===== src/rtl/seq_pkg.sv =====
// Shared constants and types for the serial pattern generator and the
// sequence detectors that consume its bit stream.
package seq_pkg;

    // Reference pattern, transmitted MSB first, and its length.
    localparam int                         SEQ_LEN_DEFAULT = 7;
    localparam logic [SEQ_LEN_DEFAULT-1:0] SEQ_DEFAULT     = 7'b1010011;

    // Default idle spacing between repetitions and width of the repetition count.
    localparam int GAP_LEN_DEFAULT = 2;
    localparam int REP_W_DEFAULT   = 4;

    // Generator control states.
    typedef enum logic [1:0] {
        IDLE = 2'd0,
        SEND = 2'd1,
        GAP  = 2'd2
    } gen_state_t;

endpackage


===== src/rtl/seq_generator_case_if.sv =====
// Control and serial-stream bundle of the pattern generator. The master side
// requests bursts; the slave side (the generator) returns the bit stream.
interface seq_generator_case_if
    import seq_pkg::*;
#(
    parameter int REP_W = REP_W_DEFAULT
);
    logic             start;
    logic [REP_W-1:0] num_reps;
    logic             abort;
    logic             data_out;
    logic             data_valid;
    logic             busy;
    logic             done;

    modport master (
        output start, num_reps, abort,
        input  data_out, data_valid, busy, done
    );

    modport slave (
        input  start, num_reps, abort,
        output data_out, data_valid, busy, done
    );
endinterface


===== src/rtl/seq_generator_case.sv =====
// Serial pattern transmitter: on start, shifts SEQ out MSB first num_reps
// times, separated by GAP_LEN idle cycles, then pulses done. All outputs are
// registered, so each one is computed for the coming cycle alongside the
// next state.
module seq_generator_case
    import seq_pkg::*;
#(
    parameter int                 SEQ_LEN = SEQ_LEN_DEFAULT,
    parameter logic [SEQ_LEN-1:0] SEQ     = SEQ_DEFAULT,
    parameter int                 GAP_LEN = GAP_LEN_DEFAULT,
    parameter int                 REP_W   = REP_W_DEFAULT
)(
    input  logic               clk,
    input  logic               rst_n,
    seq_generator_case_if.slave bus
);

    localparam int IDX_W = $clog2(SEQ_LEN);
    // A zero-length gap never uses the gap counter, but it still needs one bit.
    localparam int GAP_W = (GAP_LEN > 0) ? $clog2(GAP_LEN + 1) : 1;

    localparam logic [IDX_W-1:0] IDX_LAST = IDX_W'(SEQ_LEN - 1);
    localparam logic [GAP_W-1:0] GAP_INIT = GAP_W'(GAP_LEN);
    localparam logic [GAP_W-1:0] GAP_ONE  = GAP_W'(1);
    localparam logic [REP_W-1:0] REP_ONE  = REP_W'(1);

    gen_state_t       state, state_nxt;
    logic [IDX_W-1:0] bit_idx, bit_idx_nxt, bit_idx_dec;
    logic [REP_W-1:0] reps_left, reps_left_nxt;
    logic [GAP_W-1:0] gap_cnt, gap_cnt_nxt;

    logic data_out_q,   data_out_nxt;
    logic data_valid_q, data_valid_nxt;
    logic busy_q,       busy_nxt;
    logic done_q,       done_nxt;

    assign bit_idx_dec = bit_idx - 1'b1;

    // Next state, counter updates and the output values for the next cycle.
    always_comb begin
        state_nxt      = state;
        bit_idx_nxt    = bit_idx;
        reps_left_nxt  = reps_left;
        gap_cnt_nxt    = gap_cnt;
        data_out_nxt   = 1'b0;
        data_valid_nxt = 1'b0;
        busy_nxt       = 1'b0;
        done_nxt       = 1'b0;

        case (state)
            IDLE: begin
                // abort beats start; a zero repetition count is not a burst
                if (bus.start && (bus.num_reps != '0) && !bus.abort) begin
                    state_nxt      = SEND;
                    bit_idx_nxt    = IDX_LAST;
                    reps_left_nxt  = bus.num_reps;
                    data_out_nxt   = SEQ[IDX_LAST];
                    data_valid_nxt = 1'b1;
                    busy_nxt       = 1'b1;
                end
            end

            SEND: begin
                if (bus.abort) begin
                    state_nxt     = IDLE;
                    bit_idx_nxt   = '0;
                    reps_left_nxt = '0;
                    gap_cnt_nxt   = '0;
                end else if (bit_idx == '0) begin
                    if (reps_left == REP_ONE) begin
                        state_nxt     = IDLE;
                        reps_left_nxt = '0;
                        done_nxt      = 1'b1;
                    end else begin
                        reps_left_nxt = reps_left - 1'b1;
                        if (GAP_LEN == 0) begin
                            bit_idx_nxt    = IDX_LAST;
                            data_out_nxt   = SEQ[IDX_LAST];
                            data_valid_nxt = 1'b1;
                            busy_nxt       = 1'b1;
                        end else begin
                            state_nxt   = GAP;
                            gap_cnt_nxt = GAP_INIT;
                            busy_nxt    = 1'b1;
                        end
                    end
                end else begin
                    bit_idx_nxt    = bit_idx_dec;
                    data_out_nxt   = SEQ[bit_idx_dec];
                    data_valid_nxt = 1'b1;
                    busy_nxt       = 1'b1;
                end
            end

            GAP: begin
                // gap_cnt counts the idle cycles still to show, including this one
                if (bus.abort) begin
                    state_nxt     = IDLE;
                    bit_idx_nxt   = '0;
                    reps_left_nxt = '0;
                    gap_cnt_nxt   = '0;
                end else if (gap_cnt == GAP_ONE) begin
                    state_nxt      = SEND;
                    gap_cnt_nxt    = '0;
                    bit_idx_nxt    = IDX_LAST;
                    data_out_nxt   = SEQ[IDX_LAST];
                    data_valid_nxt = 1'b1;
                    busy_nxt       = 1'b1;
                end else begin
                    gap_cnt_nxt = gap_cnt - 1'b1;
                    busy_nxt    = 1'b1;
                end
            end

            default: begin
                state_nxt = IDLE;
            end
        endcase
    end

    // State, counters and registered outputs, cleared asynchronously by reset.
    always_ff @(posedge clk or negedge rst_n) begin
        if (!rst_n) begin
            state        <= IDLE;
            bit_idx      <= '0;
            reps_left    <= '0;
            gap_cnt      <= '0;
            data_out_q   <= 1'b0;
            data_valid_q <= 1'b0;
            busy_q       <= 1'b0;
            done_q       <= 1'b0;
        end else begin
            state        <= state_nxt;
            bit_idx      <= bit_idx_nxt;
            reps_left    <= reps_left_nxt;
            gap_cnt      <= gap_cnt_nxt;
            data_out_q   <= data_out_nxt;
            data_valid_q <= data_valid_nxt;
            busy_q       <= busy_nxt;
            done_q       <= done_nxt;
        end
    end

    assign bus.data_out   = data_out_q;
    assign bus.data_valid = data_valid_q;
    assign bus.busy       = busy_q;
    assign bus.done       = done_q;

`ifdef FORMAL
    // Output consistency: done only outside a burst, valid bits only inside one.
    always_comb begin
        if (done_q)       assert (!busy_q);
        if (data_valid_q) assert (busy_q);
    end

    localparam int BURST2 = 2 * SEQ_LEN + GAP_LEN;

    cover property (@(posedge clk) disable iff (!rst_n)
        (state == IDLE && bus.start && bus.num_reps == REP_W'(2) && !bus.abort)
        ##1 (!bus.abort) [*BURST2] ##1 done_q);
`endif

endmodule

===== src/flat_wrapper.sv =====
// flat-port wrapper written by rule: the top's interface ports become plain ports
module seq_generator_case_flat import seq_pkg::*;
#(
    parameter int                 SEQ_LEN = SEQ_LEN_DEFAULT,
    parameter logic [SEQ_LEN-1:0] SEQ     = SEQ_DEFAULT,
    parameter int                 GAP_LEN = GAP_LEN_DEFAULT,
    parameter int                 REP_W   = REP_W_DEFAULT
)
  (clk, rst_n, bus_start, bus_num_reps, bus_abort, bus_data_out, bus_data_valid, bus_busy, bus_done);
  seq_generator_case_if #(.REP_W(REP_W)) bus_i ();
  input  logic clk;
  input  logic rst_n;
  input wire logic [$bits(bus_i.start)-1:0] bus_start;
  input wire logic [$bits(bus_i.num_reps)-1:0] bus_num_reps;
  input wire logic [$bits(bus_i.abort)-1:0] bus_abort;
  output wire logic [$bits(bus_i.data_out)-1:0] bus_data_out;
  output wire logic [$bits(bus_i.data_valid)-1:0] bus_data_valid;
  output wire logic [$bits(bus_i.busy)-1:0] bus_busy;
  output wire logic [$bits(bus_i.done)-1:0] bus_done;
  assign bus_i.start = bus_start;
  assign bus_i.num_reps = bus_num_reps;
  assign bus_i.abort = bus_abort;
  assign bus_data_out = bus_i.data_out;
  assign bus_data_valid = bus_i.data_valid;
  assign bus_busy = bus_i.busy;
  assign bus_done = bus_i.done;
  seq_generator_case #(.SEQ_LEN(SEQ_LEN), .SEQ(SEQ), .GAP_LEN(GAP_LEN), .REP_W(REP_W)) u_core (.clk(clk), .rst_n(rst_n), .bus(bus_i));
endmodule

===== config.mk =====
export PLATFORM = sky130hd
export DESIGN_NAME = seq_generator_case_flat
export DESIGN_NICKNAME = d
export VERILOG_FILES = /design/src/rtl/seq_pkg.sv /design/src/rtl/seq_generator_case_if.sv /design/src/rtl/seq_generator_case.sv /design/src/flat_wrapper.sv
export SDC_FILE = /design/constraint.sdc
export NUM_CORES = 1
export LEC_CHECK = 0
export ABC_AREA = 1
export BUFFER_PORTS_ARGS = -buffer_cell sky130_fd_sc_hd__buf_2
export CAP_MARGIN = 20
export CORE_MARGIN = 8
export CORE_UTILIZATION = 50
export CTS_BUF_LIST = sky130_fd_sc_hd__clkbuf_8 sky130_fd_sc_hd__clkbuf_16
export DETAILED_ROUTE_END_ITERATION = 12
export PLACE_DENSITY = 0.78
export RECOVER_POWER = 50
export SLEW_MARGIN = 5
export SYNTH_ARGS = -nofsm -noshare
export SYNTH_HDL_FRONTEND = slang
export SYNTH_SLANG_ARGS = --single-unit

===== constraint.sdc =====
create_clock -name clk -period 3.75 [get_ports clk]
set_input_delay 0.1875 -clock clk [delete_from_list [all_inputs] [get_ports clk]]
set_output_delay 0.1875 -clock clk [all_outputs]
set_load 0.05 [all_outputs]

# Yosys cells after proc, flatten, opt, wreduce, memory -nomap -nowiden
# Memory sizes are Yosys's and may differ from the RTL's.
# Cells that the tools add are included.
# word_totals
regBits	15
rom_bits	8
in_bits	8
out_inout_bits	4
elab_cells	79
n_memories	1
# memory_table
name	words	width	rd	rd_clocked_by_memory_dff	write_ports	line	source
(name not given)	8	1	1	0	0	seq_generator_case.sv:89	data_out_nxt = SEQ[bit_idx_dec];
# classes
addsub	3
magnitude_cmp	1
n_eq_ne	10
muxes	44
n_reduce_logical	12
# op_table
operator	count
2-bit two-way mux	11
4-bit two-way mux	5
1-bit two-way mux	16
3-bit two-way mux	5
4-bit case mux with 3 select lines	1
1-bit case mux with 3 select lines	3
3-bit case mux with 3 select lines	1
4-bit AND reduction	2
3-bit by 2-bit inequality test with 1-bit output (second input constant)	2
3-bit inequality test (second input constant)	2
2-bit case mux with 3 select lines	1
3-bit AND reduction	2
2-bit by 1-bit == test with 1-bit output (second input constant)	2
4-bit by 1-bit == test with 1-bit output (second input constant)	1
3-bit by 4-bit < comparator with 1-bit output (second input constant)	1
2-bit case mux with 2 select lines	1
4-bit nonzero test	1
4-bit by 1-bit subtractor with 4-bit output (second input constant)	1
3-bit logical NOT	1
3-bit nonzero test	1
3-bit by 1-bit subtractor with 3-bit output (second input constant)	1
2-bit == test (second input constant)	1
1-bit logical AND	2
2-bit logical NOT	1
other kinds (5)	5

# Logic depth before layout (Yosys ltp)
# depth
word_depth	6
ltp_mapped	10
ltp_nobuf	10

# Worst setup path after synthesis
# Ideal clock, no wire load.
# synth_timing
kind	flip-flop to flip-flop
from	register u_core.state[1]
to	register u_core.reps_left[2]
setup_ps	65
arrival_time_ps	1218
required_ps	3685
slack_ps	2467
stages_incl_launch_ff	9
n_path_buf	0
synth_period_minus_slack_ps	1283
path_cell_list	dfrtp_1 inv_1 ha_1 inv_2 nor2_4 nand3_1 o21ai_0 nand2_1 nand2_1
# synth_between
elab_chain_len	3
elab_cells_between_ends	9
cone_classes	5 x eq/ne; 1 x mux; 3 x reduce/logical
# synth_lines
element	line	source
start, declared	seq_generator_case.sv:27	gen_state_t state, state_nxt;
start signal, assigned	seq_generator_case.sv:133	state <= state_nxt;
2-bit by 1-bit == test with 1-bit output (tied with other cells)	seq_generator_case.sv:50	case (state)
3-bit by 2-bit inequality test with 1-bit output (no line) (tied with other cells)	--	
4-bit AND reduction (no line)	--	
end signal, assigned	seq_generator_case.sv:135	reps_left <= reps_left_nxt;
end, declared	seq_generator_case.sv:29	logic [REP_W-1:0] reps_left, reps_left_nxt;
# Several ways; a longest one is shown, not always the timed one.
# A chain may end at the register's enable or synchronous reset.

# Worst setup path in the final report
# layout_timing
from	register u_core.state[1]
to	register u_core.gap_cnt[1]
# layout_between
elab_chain_len	3
elab_cells_between_ends	7
cone_classes	4 x eq/ne; 1 x mux; 2 x reduce/logical
# layout_lines
element	line	source
2-bit by 1-bit == test with 1-bit output / 2-bit == test (equally long branches)	seq_generator_case.sv:50	
3-bit by 2-bit inequality test with 1-bit output (no line) (tied with other cells)	--	
3-bit AND reduction (no line)	--	
end signal, assigned	seq_generator_case.sv:136	gap_cnt <= gap_cnt_nxt;
end, declared	seq_generator_case.sv:30	logic [GAP_W-1:0] gap_cnt, gap_cnt_nxt;
# Several ways; a longest one is shown, not always the timed one.

==> flow_summary_export.csv <==
group,metric,value,unit
floorplanning,core,1980,sq um
placement,finalWeightedCongestion,0.898,
power_and_ir_drop,cellLeakagePower,0.643,nW
placement,place_hpwl,1740,microns
floorplanning,die_h,62.0,microns
status,status,"complete, no violations",
detailed_routing,vias_per_cell,5.04,
synth,synth_area,1060,sq um
layout,fin_area,1200,sq um
grt,use_met1,16.2,%
layout,nNetsFinal,176,
timing,fin_skew,0.000978,ns
layout,drive_gt1_share,17.9,%
setup_path,cp-end-kind,"flop",
synth,synth_top_family_by_area,"simple AND/OR/NAND/NOR gates",
layout,syn2layout_area_growth,13.3,%
grt,grt-busiest-layer,"met2",
clocking,cts_tree,"yes",
timing,tightest_slew,0.825,ns
setup_path,r2r_start,"u_core.state[1]",
setup_path,reg2reg_depth,7,
grt,gr-total-overflow,0,
clocking,clkTransAtPathRegs,0.06,ns
timing,slew-limit-headroom,45.0,%
timing,period_needed,1.51,ns
setup_path,worstSetupPathType,"reg -> reg",
synth,synth_cell_types,24,
min_path,holdCritPathClass,"in -> reg",
grt,met3_usage,2.06,%
synth,ys_warn_count,0,
synth,synth_mux_area_share,0,%
placement,port_buffers,11,
detailed_routing,num_vias,923,
clocking,root_buffer,"clkbuf_8",
synth,synth_fa_ha_area_share,13.0,%
placement,pre_cts_ws,2.27,ns
grt,first_global_vias,944,
clocking,clockBufferDepth,2,
run,maxCapViolCount,0,
detailed_routing,drcViolationCount,0,
synth,synth_area_leader_cell,"dfrtp_1",
min_path,holdPathStages,5,
floorplanning,fp-row-count,16,
setup_path,crit_arrival,1.63,ns
synth,synthSimpleGateAreaFrac,35.8,%
placement,post-place-cells,178,
synth,ys_ff_latch,15,
synth,synth_nets,159,
timing,timing.fmax,663,MHz
clocking,clock_latency,0.24,ns
detailed_routing,wire_per_inst,12.2,microns
synth,synth_cells,140,
layout,post-route-util,60.4,%
floorplanning,die_x,62.0,microns
layout,num_antenna_cells,0,
timing,final.setup.worst_slack,2.24,ns
clocking,cts_setup_buffers,0,
setup_path,critPathRequiredTime,3.87,ns
floorplanning,io_pins,12,
placement,place_area,1140,sq um
grt,grt_use_met2,22.1,%
min_path,hold_start,"bus_num_reps[1]",
synth,synth-xor-area-share,1.66,%
floorplanning,die_area,3840,sq um
detailed_routing,drt_wl_total,2240,microns
grt,grt_pass1_wl,3840,microns
synth,synth_top_area_share,35.5,%
detailed_routing,postRouteAntennaNets,0,
floorplanning,start_util,53.3,%
timing,setup_viol,0,
clocking,cts_sinks,15,
timing,fin_crit_sh,40.2,%
grt,antenna_found_initial,0,
detailed_routing,dr.pass1.iters,4,
timing,rsz0062_at_grt,"false",
synth,yosysSeqAreaShare,35.5,%
timing,hold_viol,0,
setup_path,worstPathMaxFanout,6,
synth,synth_area_leaders,"dfrtp_1 (36%), nand2_1 (15%), ha_1 (13%)",
timing,slew_viol_final,0,
setup_path,critPathLaunchType,"flop",
synth,syn_area_per_cell,7.54,sq um
power_and_ir_drop,power,0.982,mW
grt,grt.total_usage,13.1,%
detailed_routing,first_iter_violations,31,
timing,tns,0,ns
layout,fin_cells,183,
power_and_ir_drop,ir_drop,0.517,mV
synth,synth_compound_area_share,7.23,%
power_and_ir_drop,p_per_area,821,nW/um^2
clocking,cts_made_buffers,3,
grt,grt_max_degree,16,
setup_path,crit_path_start,"u_core.state[1]",
clocking,cts_max_level,1,
timing,holdWs,0.273,ns
-- critical path, cell delays in order (launching register included) --
cell	delay (ns)
dfrtp_1	0.42
inv_1	0.10
ha_1	0.20
inv_2	0.06
nor2_4	0.18
nand3_1	0.15
nand3_1	0.17
o21ai_0	0.11
-- registers in the layout (all words and copies together) (netlist names) --
signal / count
u_core.bus.done: 1
u_core.bus.data_out: 1
u_core.state: 2
u_core.reps_left: 4
u_core.gap_cnt: 2
u_core.bit_idx: 3
u_core.bus.busy: 1
u_core.bus.data_valid: 1
-- power breakdown --
part | leakage (nW) | switching [mW] | internal, mW | total [mW]
logic | 0.423 | 0.373 | 0.196 | 0.569
clock network | 0.0269 | 0.0539 | 0.0723 | 0.126
registers | 0.193 | 0.0564 | 0.230 | 0.287
-- synth_stat cells (all sizes together) --
cell,number
a21oi,1
a31oi,2
dfrtp,15
ha,11
inv,19
nand2,45
nand3,11
nand4,3
nor2,17
nor3,1
o21ai,8
o21bai,1
o31ai,1
or2,3
xnor2,1
xor2,1
-- kinds of logic after synthesis --
kind of cell               count (synthesis)
and+or+nand+nor                           80
AOI/OAI and AO/OA                         13
buffers and inverters                     19
adders and majority gates                 11
DFF                                       15
xor gates and xnor gates                   2
-- routing by layer --
layer	vias to the layer above	share of wire [%]	wire length, microns
met5	-	0	0
met4	0	1.1	25
met3	4	6.7	150
met2	35	48	1070
met1	410	44	994
li1	474	-	-
-- area by class of cell --
| class | count | area [sq um] |
|---|---|---|
| Clock buffer | 3 | 41.3 |
| Clock inverter | 1 | 3.75 |
| Fill cell | 183 | 786 |
| Inverter | 19 | 71.3 |
| Multi-Input combinational cell | 106 | 609 |
| Sequential cell | 15 | 375 |
| Tap cell | 27 | 33.8 |
| Timing Repair Buffer | 12 | 61.3 |
-- placed cells by master, fill, tap and decap left out, types with 3 or more instances in the layout --
master and n:
o21ai_0 6, inv_2 4, ha_1 11, nand3_2 3, nand2_1 42, nor2_1 14, nand4_1 3, clkbuf_1 3
inv_1 16, dfrtp_1 15, buf_2 8, nand3_1 8, clkbuf_8 3
-- final timing paths --
kind | endpoint | slack (ns)
setup / recovery | u_core.gap_cnt[1] | 2.24
hold / removal | u_core.reps_left[1] | 0.27
setup reg to reg | u_core.gap_cnt[1] | 2.24
hold reg to reg | u_core.gap_cnt[0] | 0.52
max in group asynchronous | u_core.bus.done | 2.68
min in group asynchronous | u_core.reps_left[0] | 0.56
-- repair_timing --
item                                   CTS  global route
endpoints found under the hold margin   15             0
hold buffers                             1             0
gates resized for setup                  0             0
(Power assumes the default switching activity.)
